$ cat config.mk
export PLATFORM = sky130hd
export DESIGN_NAME = rf_wport_arbiter
export DESIGN_NICKNAME = d
export VERILOG_FILES = /design/src/rtl/rf_wport_arbiter_pkg.sv /design/src/rtl/rf_arb_fifo.sv /design/src/rtl/rf_wport_arbiter.sv
export SDC_FILE = /design/constraint.sdc
export NUM_CORES = 1
export LEC_CHECK = 0
export BUFFER_PORTS_ARGS = -buffer_cell sky130_fd_sc_hd__buf_4
export CELL_PAD_IN_SITES_DETAIL_PLACEMENT = 1
export CELL_PAD_IN_SITES_GLOBAL_PLACEMENT = 1
export CORE_ASPECT_RATIO = 1.2
export CORE_MARGIN = 4
export CORE_UTILIZATION = 46
export DETAILED_ROUTE_END_ITERATION = 10
export PLACE_DENSITY = 0.77
export SYNTH_ARGS = -nofsm -noshare
export SYNTH_HDL_FRONTEND = slang
export SYNTH_SLANG_ARGS = --single-unit
$ cat constraint.sdc
create_clock -name clk -period 5.6 [get_ports clk]
set_input_delay 0 -clock clk [delete_from_list [all_inputs] [get_ports clk]]
set_output_delay 0 -clock clk [all_outputs]
set_load 0.05 [all_outputs]
$ cat src/rtl/rf_wport_arbiter_pkg.sv
`default_nettype none
// ============================================================================
//  Module   : rf_wport_arbiter_pkg
//  Purpose  : Shared constants for the register-file write-port arbiter:
//             FSM state encodings and the default register address width.
//  Ports    : none (package)
//  Revision : 1.0  initial release
// ============================================================================
package rf_wport_arbiter_pkg;

   // Register address width and the width of the pending-flag vector
   localparam int REG_ADDR_W = 5;
   localparam int PEND_W     = 32;

   // Arbiter FSM state encodings
   typedef logic [1:0] arb_state_t;
   localparam arb_state_t ST_NORMAL = 2'd0;  // WB has the port, mult drains in idle slots
   localparam arb_state_t ST_FORCE  = 2'd1;  // one slot stolen from WB for the FIFO head
   localparam arb_state_t ST_DRAIN  = 2'd2;  // WB blocked until the FIFO is empty

endpackage : rf_wport_arbiter_pkg
`default_nettype wire

$ cat src/rtl/rf_arb_fifo.sv
`default_nettype none
// ============================================================================
//  Module   : rf_arb_fifo
//  Purpose  : Synchronous FIFO of {addr,data} multiplier results. Pointers
//             carry an extra MSB so full and empty are distinguishable.
//             Also decodes a per-register "pending" vector: bit i is set when
//             any live entry targets register i (bit 0 never set).
//  Ports    : clk, rst (async, active-low)
//             enq/enq_addr/enq_data  - push (ignored when full)
//             deq                    - pop head (ignored when empty)
//             head_addr/head_data    - current head entry
//             full, empty            - occupancy flags
//             pend_flags             - OR of one-hot(addr) over live entries
//  Revision : 1.0  initial release
// ============================================================================
module rf_arb_fifo
   import rf_wport_arbiter_pkg::*;
#(
   parameter int DEPTH  = 4,
   parameter int ADDR_W = REG_ADDR_W,
   parameter int DATA_W = 32
) (
   input  logic              clk,
   input  logic              rst,
   input  logic              enq,
   input  logic [ADDR_W-1:0] enq_addr,
   input  logic [DATA_W-1:0] enq_data,
   input  logic              deq,
   output logic [ADDR_W-1:0] head_addr,
   output logic [DATA_W-1:0] head_data,
   output logic              full,
   output logic              empty,
   output logic [PEND_W-1:0] pend_flags
);

   localparam int PTR_W = $clog2(DEPTH);

   logic [PTR_W:0]    wr_ptr;
   logic [PTR_W:0]    rd_ptr;
   logic [PTR_W:0]    count;
   logic              do_enq;
   logic              do_deq;
   logic [ADDR_W-1:0] addr_mem [DEPTH];
   logic [DATA_W-1:0] data_mem [DEPTH];

   assign empty     = (wr_ptr == rd_ptr);
   assign full      = (wr_ptr[PTR_W] != rd_ptr[PTR_W]) &&
                      (wr_ptr[PTR_W-1:0] == rd_ptr[PTR_W-1:0]);
   assign count     = wr_ptr - rd_ptr;
   assign do_enq    = enq && !full;
   assign do_deq    = deq && !empty;
   assign head_addr = addr_mem[rd_ptr[PTR_W-1:0]];
   assign head_data = data_mem[rd_ptr[PTR_W-1:0]];

   always_ff @(posedge clk or negedge rst) begin
      if (!rst) begin
         wr_ptr <= '0;
         rd_ptr <= '0;
      end else begin
         if (do_enq) wr_ptr <= wr_ptr + 1'b1;
         if (do_deq) rd_ptr <= rd_ptr + 1'b1;
      end
   end

   // Payload storage needs no reset: only entries between the pointers are read
   always_ff @(posedge clk) begin
      if (do_enq) begin
         addr_mem[wr_ptr[PTR_W-1:0]] <= enq_addr;
         data_mem[wr_ptr[PTR_W-1:0]] <= enq_data;
      end
   end

   // Slot i is live when its distance from the read pointer is below the count
   always_comb begin
      logic [PTR_W-1:0] offset;
      pend_flags = '0;
      offset     = '0;
      for (int i = 0; i < DEPTH; i++) begin
         offset = PTR_W'(i) - rd_ptr[PTR_W-1:0];
         if ({1'b0, offset} < count) begin
            for (int r = 1; r < PEND_W; r++) begin
               if (int'(addr_mem[i]) == r) pend_flags[r] = 1'b1;
            end
         end
      end
   end

endmodule : rf_arb_fifo
`default_nettype wire

$ cat src/rtl/rf_wport_arbiter.sv
`default_nettype none
// ============================================================================
//  Module   : rf_wport_arbiter
//  Purpose  : Shares a single register-file write port between pipeline
//             writeback (WB) and multiplier results. Mult results queue in
//             rf_arb_fifo and drain in idle WB slots; after STARVE_MAX WB
//             grants with a non-empty FIFO, one slot is forced for the FIFO.
//             drain_req blocks WB until the FIFO is empty.
//  Ports    : clk, rst (async, active-low)
//             wb_valid/wb_ready/wb_addr/wb_data     - WB write request
//             mul_valid/mul_ready/mul_addr/mul_data - mult result
//             drain_req (level) / drain_done (1-cycle pulse)
//             rf_we/rf_waddr/rf_wdata               - registered write port
//             pend_flags, fifo_full                 - status for stall control
//  Config   : RF_ARB_BYPASS_EN - when defined, a mult result arriving in
//             NORMAL with the FIFO empty and WB idle goes straight to the
//             write port instead of being queued.
//  Revision : 1.0  initial release
// ============================================================================
module rf_wport_arbiter
   import rf_wport_arbiter_pkg::*;
#(
   parameter int DEPTH      = 4,
   parameter int ADDR_W     = REG_ADDR_W,
   parameter int DATA_W     = 32,
   parameter int STARVE_MAX = 3
) (
   input  logic              clk,
   input  logic              rst,
   input  logic              wb_valid,
   output logic              wb_ready,
   input  logic [ADDR_W-1:0] wb_addr,
   input  logic [DATA_W-1:0] wb_data,
   input  logic              mul_valid,
   output logic              mul_ready,
   input  logic [ADDR_W-1:0] mul_addr,
   input  logic [DATA_W-1:0] mul_data,
   input  logic              drain_req,
   output logic              drain_done,
   output logic              rf_we,
   output logic [ADDR_W-1:0] rf_waddr,
   output logic [DATA_W-1:0] rf_wdata,
   output logic [PEND_W-1:0] pend_flags,
   output logic              fifo_full
);

   localparam int CNT_W = $clog2(STARVE_MAX + 1);

   arb_state_t        state;
   arb_state_t        state_nxt;
   logic [CNT_W-1:0]  starve_cnt;
   logic [CNT_W-1:0]  starve_nxt;
   logic              fifo_empty;
   logic [ADDR_W-1:0] head_addr;
   logic [DATA_W-1:0] head_data;
   logic              mul_acc;
   logic              wb_grant;
   logic              deq;
   logic              enq;
   logic              bypass;
   logic              drain_done_nxt;
   logic              we_nxt;
   logic [ADDR_W-1:0] waddr_nxt;
   logic [DATA_W-1:0] wdata_nxt;

   // Accepting while full is refused even if the head leaves this cycle
   assign mul_ready = !fifo_full;
   assign mul_acc   = mul_valid && mul_ready;
   assign wb_ready  = (state == ST_NORMAL);
   // x0 results are acknowledged and dropped
   assign enq       = mul_acc && (mul_addr != '0) && !bypass;

   rf_arb_fifo #(
      .DEPTH  (DEPTH),
      .ADDR_W (ADDR_W),
      .DATA_W (DATA_W)
   ) u_fifo (
      .clk        (clk),
      .rst        (rst),
      .enq        (enq),
      .enq_addr   (mul_addr),
      .enq_data   (mul_data),
      .deq        (deq),
      .head_addr  (head_addr),
      .head_data  (head_data),
      .full       (fifo_full),
      .empty      (fifo_empty),
      .pend_flags (pend_flags)
   );

   // Arbitration and next-state logic
   always_comb begin
      state_nxt      = state;
      starve_nxt     = starve_cnt;
      wb_grant       = 1'b0;
      deq            = 1'b0;
      bypass         = 1'b0;
      drain_done_nxt = 1'b0;
      case (state)
         ST_NORMAL: begin
            if (wb_valid) begin
               wb_grant = 1'b1;
               if (!fifo_empty) begin
                  if (int'(starve_cnt) < STARVE_MAX) starve_nxt = starve_cnt + 1'b1;
                  if (int'(starve_cnt) + 1 >= STARVE_MAX) state_nxt = ST_FORCE;
               end
            end else if (!fifo_empty) begin
               deq        = 1'b1;
               starve_nxt = '0;
            end
`ifdef RF_ARB_BYPASS_EN
            else if (mul_acc && (mul_addr != '0)) begin
               bypass = 1'b1;
            end
`endif
            // A drain request overrides a pending forced slot
            if (drain_req) state_nxt = ST_DRAIN;
         end
         ST_FORCE: begin
            deq        = !fifo_empty;
            starve_nxt = '0;
            state_nxt  = drain_req ? ST_DRAIN : ST_NORMAL;
         end
         ST_DRAIN: begin
            deq = !fifo_empty;
            // Wait for in-flight mult results too, so the FIFO is truly quiet
            if (fifo_empty && !mul_valid) begin
               state_nxt      = ST_NORMAL;
               drain_done_nxt = 1'b1;
            end
         end
         default: state_nxt = ST_NORMAL;
      endcase
      if (fifo_empty) starve_nxt = '0;
   end

   // Write-port mux. WB to a pending register is a stall-control violation,
   // but both writes still occur, in grant order.
   always_comb begin
      we_nxt    = 1'b0;
      waddr_nxt = wb_addr;
      wdata_nxt = wb_data;
      if (wb_grant) begin
         we_nxt = (wb_addr != '0);
      end else if (deq) begin
         we_nxt    = 1'b1;
         waddr_nxt = head_addr;
         wdata_nxt = head_data;
      end else if (bypass) begin
         we_nxt    = 1'b1;
         waddr_nxt = mul_addr;
         wdata_nxt = mul_data;
      end
   end

   always_ff @(posedge clk or negedge rst) begin
      if (!rst) begin
         state      <= ST_NORMAL;
         starve_cnt <= '0;
         drain_done <= 1'b0;
         rf_we      <= 1'b0;
         rf_waddr   <= '0;
         rf_wdata   <= '0;
      end else begin
         state      <= state_nxt;
         starve_cnt <= starve_nxt;
         drain_done <= drain_done_nxt;
         rf_we      <= we_nxt;
         if (we_nxt) begin
            rf_waddr <= waddr_nxt;
            rf_wdata <= wdata_nxt;
         end
      end
   end

endmodule : rf_wport_arbiter
`default_nettype wire

* Word-level counts from Yosys, hierarchy flattened
Memories as Yosys holds them, arrays and structs flattened. Cells that the tools add are included. W data, S select, Z words.
Storage, ports and cells: output and inout bits 74, bits in registers 49, memories kept 2, logic and storage cells 329, memory bits (writable) 148
Operators by class: reduce and logical (&&, ||, !) cells 16, order comparisons 6, equality and inequality tests 134, muxes and demuxes 154, add/sub/neg operators 9
Memory list:
- u_fifo.data_mem | depth 4, width 32, read ports 1, clocked after memory_dff 0, wr ports 1, RTL line rf_arb_fifo.sv:44 | logic [DATA_W-1:0] data_mem [DEPTH];
- u_fifo.addr_mem | depth 4, width 5, read ports 5, clocked after memory_dff 0, wr ports 1, RTL line rf_arb_fifo.sv:43 | logic [ADDR_W-1:0] addr_mem [DEPTH];
Operators with widths (count):
- $eq A5 B5 Y1 const B | 64
- $eq A5 B4 Y1 const B | 32
- $mux W1 | 134
- $mux W31 | 4
- $eq A5 B3 Y1 const B | 16
- $mux W32 | 2
- $eq A5 B2 Y1 const B | 8
- $eq A5 B1 Y1 const B | 4
- $mux W2 | 9
- $lt A2 B3 Y1 | 4
- $mux W5 | 2
- $reduce_bool A5 Y1 | 2
- $add A3 B1 Y3 const B | 2
- $logic_and A1 B1 Y1 | 6
- $pmux W2 S3 | 1
- $ne A4 B2 Y1 const B | 1
- $pmux W2 S2 | 1
- $reduce_and A4 Y1 | 1
- $sub A1 B2 Y2 const A | 2
- $sub A2 B2 Y2 const A | 2
- $add A2 B1 Y3 const B | 1
- $eq A3 B3 Y1 | 1
- $ge A3 B2 Y1 const B | 1
- $logic_not A1 Y1 | 3
- 16 further kinds | 16

* Longest topological paths before layout
An unclocked memory read counts as a cell.
depth in word-level cells 10, gate-level depth with buffers 12, mapped depth without buffers 10

* Hierarchy
From an unflattened synthesis, not the netlist that was laid out.
Unflattened totals: cells, all modules 722, area total of the unflattened synthesis 9400.3 sq um
By module, submodules not included:
- rf_arb_fifo | cells an instance 476, area an instance 7228.2 sq um, times used 1
- rf_wport_arbiter | cells an instance 246, area an instance 2172.1 sq um, times used 1

* Least setup slack after synthesis
No wires, ideal clock.
kind reg2reg, start register u_fifo.rd_ptr[1], end memory u_fifo.addr_mem[3][0] (netlist bit), enable pin, stages on the path, launching flop included 9, arrival time 3522 ps, path buffers 3, setup time 434 ps, setup slack 1644 ps, period minus slack after synthesis 3956 ps, path through dfrtp_1 buf_2 buf_2 buf_2 inv_1 ha_1 nand2_1 o221ai_1 nor2_1
Between the ends: word-level cells in the longest chain between the ends 8
RTL lines:
- start, declared | RTL line rf_arb_fifo.sv:39 | logic [PTR_W:0] rd_ptr;
- start signal, assigned | RTL line rf_arb_fifo.sv:61 | if (do_deq) rd_ptr <= rd_ptr + 1'b1;
- $eq A2 B2 Y1 * | RTL line rf_arb_fifo.sv:48 | (wr_ptr[PTR_W-1:0] == rd_ptr[PTR_W-1:0]);
- $logic_and A1 B1 Y1 * | RTL line rf_arb_fifo.sv:47 | assign full = (wr_ptr[PTR_W] != rd_ptr[PTR_W]) &&
- $logic_not A1 Y1 * | RTL line rf_arb_fifo.sv:50, rf_wport_arbiter.sv:67
- $logic_and A1 B1 Y1 | RTL line rf_wport_arbiter.sv:68 | assign mul_acc = mul_valid && mul_ready;
- $logic_and A1 B1 Y1 | RTL line rf_wport_arbiter.sv:71 | assign enq = mul_acc && (mul_addr != '0) && !bypass;
- $logic_and A1 B1 Y1 * | RTL line rf_arb_fifo.sv:50 | assign do_enq = enq && !full;
- $mux W1 * | RTL line rf_arb_fifo.sv:67 | if (do_enq) begin
- $mux W1 (implied by the code) * | RTL line rf_arb_fifo.sv:68 | addr_mem[wr_ptr[PTR_W-1:0]] <= enq_addr;
- end, declared | RTL line rf_arb_fifo.sv:43
Every way passes the cells marked *; elsewhere a longest branch is shown, timed or not.

* Final worst setup path
start register u_fifo.rd_ptr[1], end output pend_flags[1]
Between the ends: word-level cells in the longest chain between the ends 9, elaborated cells between the ends (all ways) 16
RTL lines:
- $sub A3 B3 Y3 / $sub A1 B2 Y2 (equally long branches) | RTL line rf_arb_fifo.sv:49, rf_arb_fifo.sv:79
- $lt A2 B3 Y1 | RTL line rf_arb_fifo.sv:80 | if ({1'b0, offset} < count) begin
- $mux W31 | RTL line rf_arb_fifo.sv:80
- $mux W1 | RTL line rf_arb_fifo.sv:82 | if (int'(addr_mem[i]) == r) pend_flags[r] = 1'b1;
- $mux W31 | RTL line rf_arb_fifo.sv:80
- $mux W1 | RTL line rf_arb_fifo.sv:82
- $mux W31 | RTL line rf_arb_fifo.sv:80
- $mux W1 | RTL line rf_arb_fifo.sv:82
- $mux W31 * | RTL line rf_arb_fifo.sv:80
- end, declared | RTL line rf_wport_arbiter.sv:43 | output logic [PEND_W-1:0] pend_flags,
Marks and branches as above.

==> flow_metrics.env <==
export IMPL_status="completed"
export IMPL_cp_arrival_ps=4350
export IMPL_worst_pin_slew_ps=1290
export IMPL_grt_use_total_pct=29.1
export IMPL_cts_tree="built"
export IMPL_ys_warn_count=0
export IMPL_min_period_over_period_pct=77.7
export IMPL_min_path_type="in -> reg"
export IMPL_wl_per_cell_um=27.2
export IMPL_cap_violations=0
export IMPL_clock_root_buffer="clkbuf_16"
export IMPL_path_clk_slew_ps=80
export IMPL_postRouteAntennaNets=0
export IMPL_cts_sinks=197
export IMPL_antenna_found_initial=1
export IMPL_cts_buffer_depth=2
export IMPL_first_iter_violations=545
export IMPL_cts_max_level=4
export IMPL_final_core_util_pct=60.6
export IMPL_grt_first_pass_wirelength_mm=47.9
export IMPL_cpMostUsedCell="inv_1"
export IMPL_tns_ps=0
export IMPL_clock_latency_ps=440
export IMPL_final_setup_viol_count=0
export IMPL_hold_buffers=77
export IMPL_cp_required_ps=5600
export IMPL_grt_overflow=0
export IMPL_rows=56
export IMPL_port_buffers=151
export IMPL_synth_cell_types=42
export IMPL_dp_cells=1051
export IMPL_pre_cts_slack_ps=1690
export IMPL_crit_fanout=41
export IMPL_slew_violations=0
export IMPL_fin_skew_ps=15.8
export IMPL_nets=985
export IMPL_initial_core_util_pct=46.8
export IMPL_syn_area_um2=9190
export IMPL_syn2layout_area_growth_pct=29.5
export IMPL_critPathTopFamily="flip-flops"
export IMPL_ios=153
export IMPL_hold_viol_final=0
export IMPL_synthCells=676
export IMPL_die_x_um=137
export IMPL_placed_area_um2=10500
export IMPL_layout_setup_ws_ps=1250
export IMPL_rsz0062_at_grt="false"
export IMPL_peakVddDrop_v=0.000502
export IMPL_cts_setup_buffers=0
export IMPL_max_stage_delay_ps=1110
export IMPL_multiInputGateArea_um2=3260
export IMPL_critical_path_cell_chain="inv_1 -> fa_1 -> inv_1 -> ha_1 -> o21bai_1 -> a211oi_1 -> nand2_1 -> nand4_1 -> buf_4"
export IMPL_crit_buf_inv=3
export IMPL_coreArea_um2=19600
export IMPL_post_cts_resize_count=0
export IMPL_stdcell_area_um2=11900
export IMPL_regArea_um2=5670
export IMPL_grt_max_degree=50
export IMPL_start_kind="flip-flop"
export IMPL_maxSlewHeadroom_pct=13.5
export IMPL_post_route_drc_count=0
export IMPL_leakagePower_nw=4.60
export IMPL_crit_type="reg -> out"
export IMPL_fmax_mhz=230
export IMPL_cts_buffers=17
export IMPL_num_fill_cells=1915
export IMPL_final_layout_size_suffix_gt1_share_pct=26.5
export IMPL_first_pass_iters=5
export IMPL_first_global_vias=7622
export IMPL_dr_total_vias=6975
export IMPL_min_period_ps=4350
export IMPL_avgSynthCellArea_um2=13.6
export IMPL_place_gp_congestion=0.923
export IMPL_end_kind="primary output"
export IMPL_synth_seq_cells=197
export IMPL_die_area_um2=22300
export IMPL_yosysSeqAreaShare_pct=61.7
export IMPL_dp_hpwl_mm=18.8
export IMPL_finalWirelength_mm=31.5
export IMPL_power_density_nw_per_um2=653
export IMPL_syn_num_nets=775
export IMPL_final_cell_count_no_fill=1161
export IMPL_crit_slowest_cell="dfrtp_2"
export IMPL_die_y_um=163
export IMPL_via_per_inst=6.01
layout make-up:
class                      count  area share, %
multi-input combinational    414           27.4
sequential                   197           47.7
clock buffer                  18           3.69
tap                          261           2.75
timing repair buffer         236           16.5
inverter                      20          0.631
clock inverter                14           1.29
antenna                        1         0.0210
power breakdown:
group | switching (mW) | total, mW | leakage (nW) | internal [mW]
Clock | 0.622 | 1.24 | 0.290 | 0.614
Combinational | 2.78 | 4.14 | 2.37 | 1.36
Sequential | 0.336 | 2.38 | 1.93 | 2.05
Total | 3.74 | 7.76 | 4.60 | 4.02
path summary, 6_finish.rpt:
path	from	to	slack, ps	cells past startpoint
setup reg to reg	u_fifo.rd_ptr[1]	u_fifo.data_mem[0][16]	1610	5
hold / removal	wb_valid	starve_cnt[0]	40	4
max in group asynchronous	rst	u_fifo.rd_ptr[1]	4940	2
setup / recovery	u_fifo.rd_ptr[1]	pend_flags[1]	1250	9
min in group asynchronous	rst	rf_wdata[3]	150	2
hold reg to reg	rf_wdata[23]	rf_wdata[23]	530	1
tightest hold or removal path: cells and delay by family:
family	cells	cell delay, ps
buf+inv	1	110
compound gates	2	190
simple gates	1	150
stage by stage:
step,hold WS (ps),power (mW)
final,42.0,7.76
after global routing,93.3,8.12
after CTS,50.0,7.65
after floorplan,-296,5.12
after global placement,72.2,6.21
after detailed placement,97.8,6.37
cells in the mapped netlist (all sizes together):
cell type / instances / area, um2
clkbuf: 20 / 75.1
nor2: 34 / 128
nand2b: 5 / 31.3
inv: 20 / 75.1
o221ai: 1 / 8.76
or4: 3 / 22.5
a221o: 25 / 250
edfxtp: 148 / 4440
a32oi: 3 / 26.3
nor3: 4 / 20.0
o31ai: 1 / 7.51
nand3b: 1 / 7.51
o21ai: 8 / 43.8
nand2: 40 / 150
a211oi: 1 / 7.51
dfrtp: 49 / 1230
mux2i: 14 / 140
nand4: 29 / 181
nor2b: 32 / 200
buf: 25 / 140
xnor2: 3 / 26.3
conb: 1 / 3.75
a21oi: 21 / 105
and2: 6 / 40.0
ha: 19 / 238
nand3: 93 / 465
o21a: 1 / 7.51
o21bai: 1 / 7.51
mux2: 1 / 11.3
fa: 1 / 20.0
nor3b: 12 / 90.1
mux4: 37 / 833
xor2: 3 / 26.3
xor3: 1 / 23.8
and3: 5 / 31.3
and3b: 7 / 61.3
a22o: 1 / 8.76
state kept, by name (all words and copies together) (netlist names):
register and flops:
u_fifo.wr_ptr 3, u_fifo.data_mem 128, rf_we 1, state 2, starve_cnt 2, drain_done 1, u_fifo.addr_mem 20, u_fifo.rd_ptr 3
rf_waddr 5, rf_wdata 32
kinds of logic after synthesis:
group	count (synthesis)	share of synthesized area, %
compound gates	63	5.15
xor+xnor	7	0.831
fa+ha+maj	20	2.81
buf+inv	65	3.16
flops	197	61.7
mux	52	10.7
other cells	1	0.0408
simple gates	271	15.6
metal layers:
| layer | share of wire (%) | GRT usage (%) |
|---|---|---|
| met5 | 0 | 0 |
| met2 | 55 | 52.5 |
| met4 | 3.6 | 11.1 |
| met3 | 4.8 | 3.62 |
| met1 | 37 | 35.5 |
placed cells by master, fill, tap and decap left out, types with 2 or more instances in the layout:
cell type	Yosys	routed
buf_4	1	159
edfxtp_1	148	148
nand3_1	93	93
dlygate4sd3_1	0	77
dfrtp_1	49	47
nand2_1	40	40
mux4_2	37	37
nor2b_1	32	32
nor2_1	34	30
nand4_1	29	29
a221o_1	25	24
a21oi_1	21	21
inv_1	20	20
ha_1	19	19
clkbuf_16	0	17
mux2i_1	14	14
nor3b_1	12	12
and3b_1	7	7
inv_8	0	7
and2_1	5	5
and3_1	5	5
nand2b_1	5	5
nor3_1	4	4
nor2_4	0	4
o21ai_0	7	4
o21ai_1	0	3
a32oi_1	3	3
xor2_1	3	3
xnor2_1	3	3
or4_1	3	3
clkinv_4	0	2
inv_6	0	2
clkinv_8	0	2
dfrtp_2	0	2
(Power assumes the default switching activity.)
